==> config.mk <==
export PLATFORM = sky130hd
export DESIGN_NAME = regfile_wb_arbiter
export DESIGN_NICKNAME = d
export VERILOG_FILES = /design/src/rtl/regfile_wb_arbiter_pkg.sv /design/src/rtl/regfile_wb_arbiter_rr.sv /design/src/rtl/regfile_wb_arbiter.sv
export SDC_FILE = /design/constraint.sdc
export NUM_CORES = 1
export LEC_CHECK = 0
export ABC_AREA = 1
export CORE_MARGIN = 2
export CORE_UTILIZATION = 52
export DETAILED_ROUTE_END_ITERATION = 10
export GPL_ROUTABILITY_DRIVEN = 1
export GPL_TIMING_DRIVEN = 0
export PLACE_DENSITY = 0.86
export SLEW_MARGIN = 20
export SYNTH_ARGS = -nofsm -noshare
export SYNTH_HDL_FRONTEND = slang
export SYNTH_SLANG_ARGS = --single-unit
==> constraint.sdc <==
create_clock -name clk -period 5.35 [get_ports clk]
set_input_delay 1.07 -clock clk [delete_from_list [all_inputs] [get_ports clk]]
set_output_delay 1.07 -clock clk [all_outputs]
set_load 0.02 [all_outputs]
==> src/rtl/regfile_wb_arbiter_pkg.sv <==
// Shared types and constants for the register-file writeback arbiter.
package regfile_wb_pkg;

   localparam int ADDR_W   = 5;
   localparam int DATA_W   = 32;
   localparam int NUM_REGS = 32;

   // Conventional requester slot assignment
   localparam int REQ_ALU  = 0;
   localparam int REQ_MEM  = 1;
   localparam int REQ_LINK = 2;

   // One holding slot per requester
   typedef struct packed {
      logic              full;
      logic [ADDR_W-1:0] addr;
      logic [DATA_W-1:0] data;
   } slot_t;

   // Decode a register address into a one-hot register mask
   function automatic logic [NUM_REGS-1:0] reg_onehot(input logic [ADDR_W-1:0] a);
      logic [NUM_REGS-1:0] m;
      m    = '0;
      m[a] = 1'b1;
      return m;
   endfunction

endpackage

==> src/rtl/regfile_wb_arbiter_rr.sv <==
// Combinational N-way arbiter: round-robin from rr_ptr, or fixed priority
// (index 0 highest) when rr_mode is low. The pointer register lives in the parent.
module wb_rr_arbiter #(
   parameter int N_REQ = 3,
   parameter int IDX_W = (N_REQ > 1) ? $clog2(N_REQ) : 1
) (
   input  logic [N_REQ-1:0] req,
   input  logic [IDX_W-1:0] rr_ptr,
   input  logic             rr_mode,
   output logic [N_REQ-1:0] grant,
   output logic [IDX_W-1:0] grant_idx,
   output logic             grant_valid
);

   // Walk candidates in priority order and grant the first requesting one
   always_comb begin
      logic [IDX_W-1:0] cand;
      grant       = '0;
      grant_idx   = '0;
      grant_valid = 1'b0;
      cand        = '0;
      for (int k = 0; k < N_REQ; k++) begin
         cand = rr_mode ? IDX_W'((int'(rr_ptr) + k) % N_REQ) : IDX_W'(k);
         for (int i = 0; i < N_REQ; i++) begin
            if (!grant_valid && req[i] && (IDX_W'(i) == cand)) begin
               grant[i]    = 1'b1;
               grant_idx   = IDX_W'(i);
               grant_valid = 1'b1;
            end
         end
      end
   end

endmodule

==> src/rtl/regfile_wb_arbiter.sv <==
// Writeback arbiter sharing the single register-file write port between
// N_REQ requesters, each with a one-entry holding slot.
// Optional macro WB_BYPASS_EN adds two combinational bypass read ports that
// expose the write currently on the port before the register file commits it.
module regfile_wb_arbiter
   import regfile_wb_pkg::*;
#(
   parameter int N_REQ      = 3,
   parameter int RR_MODE    = 1,
   parameter int ZERO_GUARD = 1
) (
   input  logic                      clk,
   input  logic                      res,
   input  logic [N_REQ-1:0]          in_valid,
   output logic [N_REQ-1:0]          in_ready,
   input  logic [ADDR_W*N_REQ-1:0]   in_addr,
   input  logic [DATA_W*N_REQ-1:0]   in_data,
   input  logic                      hold,
   input  logic                      flush,
   output logic                      wen,
   output logic [ADDR_W-1:0]         wadd,
   output logic [DATA_W-1:0]         wdi,
   output logic [NUM_REGS-1:0]       busy
`ifdef WB_BYPASS_EN
   ,
   input  logic [ADDR_W-1:0]         byp_addr1,
   input  logic [ADDR_W-1:0]         byp_addr2,
   output logic                      byp_hit1,
   output logic                      byp_hit2,
   output logic [DATA_W-1:0]         byp_data1,
   output logic [DATA_W-1:0]         byp_data2
`endif
);

   localparam int IDX_W = (N_REQ > 1) ? $clog2(N_REQ) : 1;

   logic [N_REQ-1:0]  slot_full;
   logic [ADDR_W-1:0] slot_addr [N_REQ];
   logic [DATA_W-1:0] slot_data [N_REQ];
   slot_t             slots     [N_REQ];
   slot_t             win;

   logic [N_REQ-1:0]  req;
   logic [N_REQ-1:0]  grant;
   logic [N_REQ-1:0]  accept;
   logic [IDX_W-1:0]  rr_ptr;
   logic [IDX_W-1:0]  grant_idx;
   logic [IDX_W-1:0]  next_ptr;
   logic              grant_valid;

   // Gather slot state into records and select the granted slot
   always_comb begin
      win = '0;
      for (int i = 0; i < N_REQ; i++) begin
         slots[i] = '{full: slot_full[i], addr: slot_addr[i], data: slot_data[i]};
         if (grant[i]) win = slots[i];
      end
   end

   // hold and flush both block every grant
   assign req = slot_full & {N_REQ{!(hold || flush)}};

   wb_rr_arbiter #(.N_REQ(N_REQ), .IDX_W(IDX_W)) u_arb (
      .req         (req),
      .rr_ptr      (rr_ptr),
      .rr_mode     (RR_MODE != 0),
      .grant       (grant),
      .grant_idx   (grant_idx),
      .grant_valid (grant_valid)
   );

   // A slot can refill in the same cycle it drains, so the port sustains 1 write/cycle
   assign in_ready = {N_REQ{!flush}} & (~slot_full | grant);
   assign accept   = in_valid & in_ready;
   assign next_ptr = (grant_idx == IDX_W'(N_REQ - 1)) ? '0 : grant_idx + 1'b1;

   // Slot occupancy: flush empties everything, an accept wins over a drain
   always_ff @(posedge clk or negedge res) begin
      if (!res) begin
         slot_full <= '0;
      end else if (flush) begin
         slot_full <= '0;
      end else begin
         slot_full <= accept | (slot_full & ~grant);
      end
   end

   // Slot payload capture; contents are only meaningful while the slot is full
   always_ff @(posedge clk) begin
      for (int i = 0; i < N_REQ; i++) begin
         if (accept[i]) begin
            slot_addr[i] <= in_addr[ADDR_W*i +: ADDR_W];
            slot_data[i] <= in_data[DATA_W*i +: DATA_W];
         end
      end
   end

   // Round-robin pointer advances past the winner; unchanged without a grant
   always_ff @(posedge clk or negedge res) begin
      if (!res) begin
         rr_ptr <= '0;
      end else if (grant_valid && (RR_MODE != 0)) begin
         rr_ptr <= next_ptr;
      end
   end

   // Registered write port; register 0 writes are dropped but still update addr/data
   always_ff @(posedge clk or negedge res) begin
      if (!res) begin
         wen  <= 1'b0;
         wadd <= '0;
         wdi  <= '0;
      end else if (grant_valid && win.full) begin
         wen  <= !((ZERO_GUARD != 0) && (win.addr == '0));
         wadd <= win.addr;
         wdi  <= win.data;
      end else begin
         wen  <= 1'b0;
      end
   end

   // Pending-write bitmap from queued slots plus the write on the port
   always_comb begin
      busy = '0;
      for (int i = 0; i < N_REQ; i++) begin
         if (slot_full[i]) busy = busy | reg_onehot(slot_addr[i]);
      end
      if (wen) busy = busy | reg_onehot(wadd);
      if (ZERO_GUARD != 0) busy[0] = 1'b0;
   end

`ifdef WB_BYPASS_EN
   // Forward the in-flight write to readers that sample before the commit edge
   always_comb begin
      byp_hit1  = wen && (wadd == byp_addr1) && (byp_addr1 != '0);
      byp_hit2  = wen && (wadd == byp_addr2) && (byp_addr2 != '0);
      byp_data1 = byp_hit1 ? wdi : '0;
      byp_data2 = byp_hit2 ? wdi : '0;
   end
`endif

endmodule

==> Yosys cells after proc, flatten, opt, wreduce, memory -nomap -nowiden <==
Memory sizes are Yosys's and may differ from the RTL's.
Index checks and enable logic that the tools add are counted.
{ "totals": {"register_bits": 43, "latch_bits": 0, "ram_bits": 111, "mem_bits_ro": 0, "in_bits": 118, "output_inout_bits": 73, "wordCells": 126, "n_memories": 2} }
{ "op_classes": {"addsub": 3, "mul": 0, "div_mod_pow": 3, "order_cmp": 8, "n_eq_ne": 7, "shift": 0, "mux": 49, "bitwise_logic": 11, "n_reduce_logical": 38} }
{ "memory_table": {"columns": ["name", "words", "word_bits", "rd", "rd_clocked_by_memory_dff", "wr", "line_no", "source"], "rows": [
  ["slot_data", 3, 32, 3, 0, 3, "regfile_wb_arbiter.sv:39", "logic [DATA_W-1:0] slot_data [N_REQ];"],
  ["slot_addr", 3, 5, 3, 0, 3, "regfile_wb_arbiter.sv:38", "logic [ADDR_W-1:0] slot_addr [N_REQ];"]
]} }
{ "op_table": {"columns": ["operator", "n"], "rows": [
  ["$mux W32", 4],
  ["$mux W38", 3],
  ["$or A32 B32 Y32", 3],
  ["$mod A32 B3 Y32 const B", 2],
  ["$mod A3 B3 Y32 const B", 1],
  ["$mux W1", 29],
  ["$lt A5 B6 Y1 const B", 4],
  ["$logic_and A1 B1 Y1", 22],
  ["$demux W1 S5", 4],
  ["$ge A5 B1 Y1 const B", 4],
  ["$mux W2", 8],
  ["$and A3 B3 Y3", 4],
  ["$logic_not A1 Y1", 11],
  ["$eq A1 B2 Y1 const A", 3],
  ["$eq A2 B2 Y1 const A", 3],
  ["$logic_not A2 Y1", 3],
  ["$not A3 Y3", 2],
  ["$or A3 B3 Y3", 2],
  ["$logic_not A5 Y1", 1],
  ["$add A2 B1 Y3 const B", 1],
  ["$add A2 B2 Y3 const B", 1],
  ["$mux W3", 1],
  ["$add A2 B1 Y2 const B", 1],
  ["$eq A2 B2 Y1 const B", 1],
  ["$logic_or A1 B1 Y1", 1]
]} }

==> Logic depth before layout (Yosys ltp) <==
Gate-level depths: netlist of the first run.
{ "depth": {"depth_word": 42, "depth_mapped": 14, "mapped_depth_nobuf": 13} }

==> Hierarchy <==
From an unflattened synthesis of the first run, not the netlist that was laid out.
{ "unflattened": {"cells_unflattened": 672, "hier_area_um2": 6949.2} }
{ "by_module_without_submodules": {"columns": ["module", "n_inst", "cells_each", "area_per_inst_um2", "seq_area_each_um2"], "rows": [
  ["regfile_wb_arbiter", 1, 619, 6666.4, 4409.2],
  ["wb_rr_arbiter", 1, 53, 282.8, 0.0]
]} }

==> Worst setup path after synthesis of the first run <==
Ideal clock, no wire load.
{ "synth_timing": {"kind": "in2reg", "from": "input hold", "to": "memory slot_addr[1][0], in the netlist slot_addr[0][5], enable pin", "setup_time_ns": 0.432, "arrival_time_ns": 3.712, "required_time_ns": 4.918, "slack_ns": 1.206, "stages": 12, "n_path_buf": 1, "path_cell_list": "nor2_1 -> nand3_1 -> nand4_1 -> nand3_2 -> nor2_4 -> nand3b_1 -> nand2_2 -> buf_6 -> nor2_1 -> inv_1 -> nand2_1 -> nor2_1"} }
{ "synth_rtl": {"columns": ["element", "line_no", "source"], "rows": [
  ["start, declared", "regfile_wb_arbiter.sv:18", "input logic hold,"],
  ["end, declared", "regfile_wb_arbiter.sv:38", null]
]} }

==> Final worst setup path of the first run <==
{ "layout_timing": {"from": "input flush", "to": "output in_ready[1]"} }
{ "layout_via": {"elab_chain_cells": 35, "elab_cells_between_ends": 38, "cone_classes": "10 x mux; 3 x bitwise; 25 x reduce/logical"} }
{ "layout_lines": {"columns": ["element", "line_no", "source"], "rows": [
  ["start, declared", "regfile_wb_arbiter.sv:19", "input logic flush,"],
  ["$logic_or A1 B1 Y1", "regfile_wb_arbiter.sv:61", "assign req = slot_full & {N_REQ{!(hold || flush)}};"],
  ["$logic_not A1 Y1", "regfile_wb_arbiter.sv:61", null],
  ["$and A3 B3 Y3", "regfile_wb_arbiter.sv:61", null],
  ["$logic_and A1 B1 Y1", "regfile_wb_arbiter_rr.sv:25", "if (!grant_valid && req[i] && (IDX_W'(i) == cand)) begin"],
  ["$mux W1", "regfile_wb_arbiter_rr.sv:25", null],
  ["$logic_not A1 Y1", "regfile_wb_arbiter_rr.sv:25", null],
  ["$logic_and A1 B1 Y1 (2 in series)", "regfile_wb_arbiter_rr.sv:25", null],
  ["$mux W1", "regfile_wb_arbiter_rr.sv:25", null],
  ["[... 16 more ...]", null, null],
  ["$logic_not A1 Y1", "regfile_wb_arbiter_rr.sv:25", null],
  ["$logic_and A1 B1 Y1 (2 in series)", "regfile_wb_arbiter_rr.sv:25", null],
  ["$mux W1", "regfile_wb_arbiter_rr.sv:25", null],
  ["$logic_not A1 Y1", "regfile_wb_arbiter_rr.sv:25", null],
  ["$logic_and A1 B1 Y1 (2 in series)", "regfile_wb_arbiter_rr.sv:25", null],
  ["$mux W1", "regfile_wb_arbiter_rr.sv:25", null],
  ["$or A3 B3 Y3", "regfile_wb_arbiter.sv:73", "assign in_ready = {N_REQ{!flush}} & (~slot_full | grant);"],
  ["$and A3 B3 Y3 *", "regfile_wb_arbiter.sv:73", null],
  ["end, declared", "regfile_wb_arbiter.sv:15", "output logic [N_REQ-1:0] in_ready,"]
]} }
Every way passes the cells marked *; elsewhere a longest branch is shown, timed or not.

==> impl_summary.txt, run 1 <==
----------------------------------------------------
[STA]
  Setup repair after global routing missed its margin ... false
  Worst-case hold slack ... 471 ps
  Max Clock Skew ... 13.0 ps
  Maximum clock frequency ... 206 MHz
  Worst path setup slack after routing ... roughly 500 ps
  Number of endpoints failing setup at the final stage ... 0
  Max-slew headroom ... 43.6%
  Tcrit/Tclk final ... 90.7%
  Slew at the pin with the worst max-slew slack ... 842 ps
  Final hold viol count ... 0
  Final slew viol count ... 0
  Time the worst path needs with I/O delays and setup ... 4850 ps

[Cells and area]
  Most common cell after layout, fill and taps aside ... clkdlybuf4s50_1
  Share of final-layout standard cells stronger than drive strength 1 ... 10.3%
  Total number of nets in the final design ... approximately 900
  Register area ... 4410 um^2
  Multi-input combinational cell area ... around 2000 um^2
  Final Cell Area ... approximately 9600 um^2
  Most frequent cells in the layout ... 188 x clkdlybuf4s50_1, 122 x nand2_1, 111 x edfxtp_1
  Growth of design area from synthesis to finish ... 42.3%
  Final-layout fill cell count ... 799

[Clock tree]
  Post-CTS Setup Inserts ... 0
  Clock transition at path regs ... roughly 60 ps
  Clock latency reported for the late side of the worst-skew pair ... 430 ps
  Max Buffers Root-to-Sink ... 2
  # H-tree levels ... 4
  Cts bufs inserted ... 17
  CTS Root Buffer Type ... clkbuf_16
  Number of instances resized during post-cts repair ... 0
  CTS sink count ... 154
  Hold Buf Count CTS ... 0
  CTS tree ... yes

[Synth]
  Flop and latch count out of synthesis ... approximately 150
  Count of flip-flops with a built-in enable after synthesis ... 111
  Number of library cell types mapped by synthesis ... 36
  Share of flip-flops with an asynchronous set or reset after synthesis ... between 20% and 30%
  Cells after synthesis ... 572
  Synth top area cells ... edfxtp_1 50%, dfrtp_1 16%, nand2_1 6.8%, nand4_1 6.1%, o221ai_1 3.8%
  Register area share after synthesis ... 65.6%
  Post-synthesis cell area ... 6720 um^2
  Synthesized Nets ... 692
  Cell type with the highest aggregate area in the netlist ... edfxtp_1
  Total number of yosys warnings ... 0
  Top flip-flop cell by instance count after synthesis ... edfxtp_1
  Avg Cell Area, Syn ... 11.7 um^2
  Area share of the largest cell type after synthesis ... 49.6%

[Floorplanning]
  Die span in x ... 118 um
  Effective utilization at floorplan ... between 50% and 60%
  Chip Height ... 118 um
  Floorplan die area ... 13,800 um^2
  Total core area ... 12,600 um^2
  Total number of placement rows ... 41
  Boundary pin count ... between 150 and 200

[Global routing]
  Maximum number of pins on one net before global-route repair ... 27
  GRT Util Overall ... 33.4%
  Overall overflow remaining after global route ... 0
  First-pass GRT wire length ... around 35,000 um
  Via count of the first global-routing pass ... 6,157
  Initial antenna violation count ... 1

[Status]
  Run status ... finished clean

[Critical path]
  Setup Crit Path Kind ... in2out
  Critical Path Start Type ... input pin
  Setup crit end kind ... output port
  Arrival time reported for the critical path endpoint ... 3780 ps
  Data required time of the critical path ... between 4000 and 5000 ps
  CP max FO ... 10

[Detailed routing]
  DRC violation count after routing ... 0
  Via count ... between 5,000 and 6,000
  DRT iter0 DRCs ... approximately 790
  Routed length per placed instance ... 23.3 um
  DRT Pass-1 Iters ... 5
  Detail Route Antenna Nets ... 0
  Detail-routed via count per cell ... 6.16
  Routed wire length ... around 23,000 um

[Placed design]
  Pre-CTS setup slack ... 620 ps
  HPWL reported at the end of detailed placement ... about 16,000 um
  Total cell area at the placement stage ... 8980 um^2
  GP Congestion ... 0.896
  Number of buffers inserted by port buffering ... 189

[Flow run]
  # Max-Cap Violations ... 0

[Pwr]
  Maximum vdd drop ... 0.400 mV
  Static Leakage ... around 3.5 nW
  P per Cell Area ... between 400 and 500 nW/um^2

[Hold path]
  Hold WC Path Type ... reg2reg

----------------------------------------------------
-- worst paths after layout --
| path | from | to | slack, ps | cells past startpoint |
|---|---|---|---|---|
| worst max-delay path | flush | in_ready[1] | 500 | 15 |
| worst min-delay path | slot_data[0][76] | wdi[12] | 470 | 2 |
| worst max register to register | rr_ptr[0] | slot_data[0][88] | 2190 | 14 |
| worst min register to register | slot_data[0][76] | wdi[12] | 470 | 2 |
| max in group asynchronous | res | slot_full[2] | 4260 | 2 |
| min in group asynchronous | res | wdi[31] | 580 | 1 |
-- cell usage after synthesis (3+ instances only) --
| master | number |
|---|---|
| nand2_1 | 122 |
| edfxtp_1 | 111 |
| nand4_1 | 65 |
| inv_1 | 44 |
| dfrtp_1 | 43 |
| a22oi_1 | 29 |
| o221ai_1 | 29 |
| nor3_1 | 28 |
| nand3_1 | 27 |
| buf_6 | 16 |
| nor2_1 | 16 |
| a21oi_1 | 4 |
| buf_2 | 4 |
| o21bai_1 | 4 |
| inv_2 | 3 |
| nand2_2 | 3 |
| o21ai_0 | 3 |
-- power breakdown --
part	switching [mW]	internal (mW)	total, mW
Sequential	0.136	1.49	1.62
Combinational	0.755	0.569	1.32
Clock	0.531	0.660	1.19
-- stage by stage --
step / util [%] / TNS [ps] / power [mW] / instances
floorplan: - / 0 / 2.28 / 572
global placement: 69.9 / -66100 / 2.87 / 933
detailed placement: 71.2 / 0 / 2.94 / 937
CTS: 75.7 / 0 / 4.13 / 969
global route: 75.8 / 0 / 4.30 / 970
finish: 75.8 / 0 / 4.14 / 970
-- sequential cells by signal (all words and copies together) (netlist names) --
signal	flops
wadd	5
wen	1
slot_addr	15
slot_full	3
rr_ptr	2
slot_data	96
wdi	32
-- critical path: stages --
cell,delay [ps]
clkdlybuf4s50_1,570
inv_2,90
nand2_1,150
nor2_2,90
a21oi_2,220
nand2_1,110
o22ai_1,190
inv_1,80
nand2_2,120
buf_6,170
nor2_1,50
inv_1,90
nand2_1,110
inv_1,70
clkdlybuf4s50_1,590
-- metal layers --
metal	up-vias	part of all wire [%]	track usage [%]
li1	2571	-	-
met1	2887	35	40.3
met2	443	51	56.2
met3	77	11	8.43
met4	0	3.7	15.8
met5	-	0	0
-- logic make-up after synthesis --
logic type	after synthesis	synth area share [%]
simple gates	268	19.3
flops	154	65.6
other cells	1	0.0558
fa+ha+maj	2	0.372
buf+inv	70	5.86
compound gates	77	8.83
-- layout make-up --
type | count | share of cell area [%]
Multi-Input combinational cell | 348 | 20.7
Antenna cell | 1 | 0.0262
Clock buffer | 18 | 4.49
Clock inverter | 14 | 1.57
Buffer | 22 | 2.21
Tap cell | 172 | 2.25
Timing Repair Buffer | 193 | 20.7
Inverter | 48 | 1.91
Sequential cell | 154 | 46.1
Note: power is estimated with default switching activity, not from simulation.
==> run 2, diff against run 1 <==
Settings changed: CORE_MARGIN 2 to not set, GPL_TIMING_DRIVEN 0 to not set, PLACE_DENSITY 0.86 to 0.85, SYNTH_HIERARCHICAL set to 1.
==> run 2 against run 1 <==
  * Fmax rose by 2.1%
  * Largest cell class unchanged
  * Register-to-register slack worse by 230 ps
  * Critical path type unchanged
  * Sequential power barely moved
  * Global-route usage increased by 0.097 points
  * Core utilization fell by 1.1 points
==> impl_summary.txt, run 2 <==
----------------------------------------------------
[Status]
  Run status ... finished clean

[Cells and area]
  Growth of design area from synthesis to finish ... 37.7%
  Most common cell after layout, fill and taps aside ... clkdlybuf4s50_1
  Non-filler instance count after layout ... 1,054
  Layout Utilization ... 74.6%
  Final Cell Area ... 9570 um^2
  Register with the highest flop count ... slot_data
  Leading registers by flop count ... slot_data (96), wdi (32), slot_addr (15)
  Most frequent cells in the layout ... 188 x clkdlybuf4s50_1, 130 x nand2_1, 111 x edfxtp_1
  Multi-input combinational cell area ... 2250 um^2
  Share of final-layout standard cells stronger than drive strength 1 ... 9.18%
  Final-layout fill cell count ... 851
  Total number of nets in the final design ... 989
  Register area ... 4410 um^2
  Max reg flops ... 96
  Antenna fix cells ... 0

[Clock tree]
  CTS tree ... yes
  Post-CTS Setup Inserts ... 0
  Cts bufs inserted ... 17
  # H-tree levels ... 4
  Clock latency reported for the late side of the worst-skew pair ... around 420 ps
  CTS Root Buffer Type ... clkbuf_16
  CTS sink count ... 154
  Number of instances resized during post-cts repair ... 0
  Max Buffers Root-to-Sink ... 2
  Hold Buf Count CTS ... 0
  Clock transition at path regs ... 60 ps

[Floorplanning]
  Boundary pin count ... 191
  Die span in x ... 118 um
  Chip Height ... ~120 um
  Total number of placement rows ... 41
  Floorplan die area ... 13,800 um^2
  Effective utilization at floorplan ... 54.2%
  Total core area ... 12,800 um^2

[Synth]
  Commonest cells in the synthesized netlist ... 130 x nand2_1, 111 x edfxtp_1, 60 x nand3_1
  Area share of the largest cell type after synthesis ... 48.0%
  Cells after synthesis ... around 670
  Synth top area cells ... edfxtp_1 48%, dfrtp_1 15%, nand2_1 7.0%, nand3_1 4.3%, o22ai_1 4.1%
  Count of flip-flops with a built-in enable after synthesis ... 111
  Top flip-flop cell by instance count after synthesis ... edfxtp_1
  Register area share after synthesis ... 63.4%
  Number of library cell types mapped by synthesis ... 30
  Avg Cell Area, Syn ... 10.3 um^2
  Post-synthesis cell area ... 6950 um^2
  Share of flip-flops with an asynchronous set or reset after synthesis ... 27.9%
  Cell type with the highest aggregate area in the netlist ... edfxtp_1
  Total number of yosys warnings ... 6
  Flop and latch count out of synthesis ... 154
  Most instantiated library cell after synthesis ... nand2_1

[STA]
  Final slew viol count ... 0
  Worst-case hold slack ... 490 ps
  Maximum clock frequency ... 210 MHz
  Time the worst path needs with I/O delays and setup ... 4750 ps
  Final hold viol count ... 0
  Final TNS setup ... 0 ps
  Number of endpoints failing setup at the final stage ... 0
  Setup repair after global routing missed its margin ... false
  Max Clock Skew ... 13.2 ps
  Tcrit/Tclk final ... roughly 89%
  Max-slew headroom ... 31.4%
  Slew at the pin with the worst max-slew slack ... ~1000 ps
  Worst path setup slack after routing ... 598 ps

[Global routing]
  Via count of the first global-routing pass ... 6,342
  Maximum number of pins on one net before global-route repair ... between 40 and 50
  GRT Util Overall ... 33.5%
  Overall overflow remaining after global route ... 0
  First-pass GRT wire length ... 34,800 um
  Initial antenna violation count ... 0

[Placed design]
  Total cell area at the placement stage ... approximately 9000 um^2
  Pre-CTS setup slack ... 701 ps
  GP Congestion ... between 0.9 and 1
  HPWL reported at the end of detailed placement ... roughly 15,000 um
  Number of buffers inserted by port buffering ... roughly 190
  Cell count after placement ... around 1,000

[Critical path]
  Arrival time reported for the critical path endpoint ... 3680 ps
  Data required time of the critical path ... 4280 ps
  Setup crit end kind ... output port
  Critical Path Start Type ... input pin
  Setup Crit Path Kind ... in2out
  CP max FO ... 5

[Detailed routing]
  DRC violation count after routing ... 0
  Detail Route Antenna Nets ... 0
  DRT Pass-1 Iters ... 7
  Detail-routed via count per cell ... 5.90
  Routed wire length ... approximately 23,000 um
  DRT iter0 DRCs ... 680
  Via count ... 6,221
  Routed length per placed instance ... 21.6 um

[Pwr]
  P per Cell Area ... just over 400 nW/um^2
  Static Leakage ... between 3 and 4 nW
  Maximum vdd drop ... 0.427 mV
  Final Total Pwr ... roughly 3.9 mW

[Flow run]
  # Max-Cap Violations ... 0

[Hold path]
  Hold WC Path Type ... reg2reg

----------------------------------------------------
==> run 2: changes by cell type in the layout (fill, tap and decap cells not counted), sizes merged, moves of 29 or more <==
cell,delta
a21oi,+40
a22oi,-29
nand3,+32
nand4,-63
o21ai,+74
o22ai,+45
==> run 2: path summary, 6_finish.rpt <==
check	startpoint	endpoint	slack (ps)	cells after the start
worst max register to register	rr_ptr[0]	wdi[13]	1960	11
worst max-delay path	flush	in_ready[0]	600	13
worst min register to register	wdi[29]	wdi[29]	490	2
min in group asynchronous	res	wdi[25]	650	1
worst min-delay path	wdi[29]	wdi[29]	490	2
max in group asynchronous	res	wdi[8]	4260	1
==> run 2: final cells by class <==
type | count | area share (%)
Tap cell | 172 | 2.25
Clock buffer | 18 | 4.48
Multi-Input combinational cell | 452 | 23.5
Clock inverter | 14 | 1.44
Timing Repair Buffer | 199 | 20.5
Sequential cell | 154 | 46.1
Inverter | 45 | 1.76
==> run 2: logic make-up after synthesis <==
kind of cell	Yosys count	share of synthesized area (%)
AND/OR/NAND/NOR	268	17.4
AO/OA/AOI/OAI	176	13.9
flip-flops	154	63.4
buffers and inverters	70	4.81
adder cells (fa/ha/maj)	2	0.360
other	2	0.108
==> run 2: power breakdown <==
part	leakage (nW)	internal [mW]	total, mW	switching [mW]
clock network	0.279	0.654	1.18	0.527
logic	1.80	0.461	1.08	0.622
registers	1.61	1.47	1.60	0.133
==> run 2: worst max-delay path: stages <==
cell,delay [ps]
clkdlybuf4s50_1,420
or2_2,350
nor2_1,160
inv_1,100
nor2_1,130
nand2_2,90
nand2_2,90
nor2_4,50
nand3_1,70
nand3_1,170
nor2_1,370
nor2_1,70
clkdlybuf4s50_1,550
==> run 2: routing by layer <==
layer  GRT usage (%)  wire length, um  vias to the layer above
met5               0                0                        -
met4            17.2              860                        0
met3            8.28             1980                       65
met2            57.5            11700                      427
met1            38.7             8290                     2943
li1                -                -                     2786
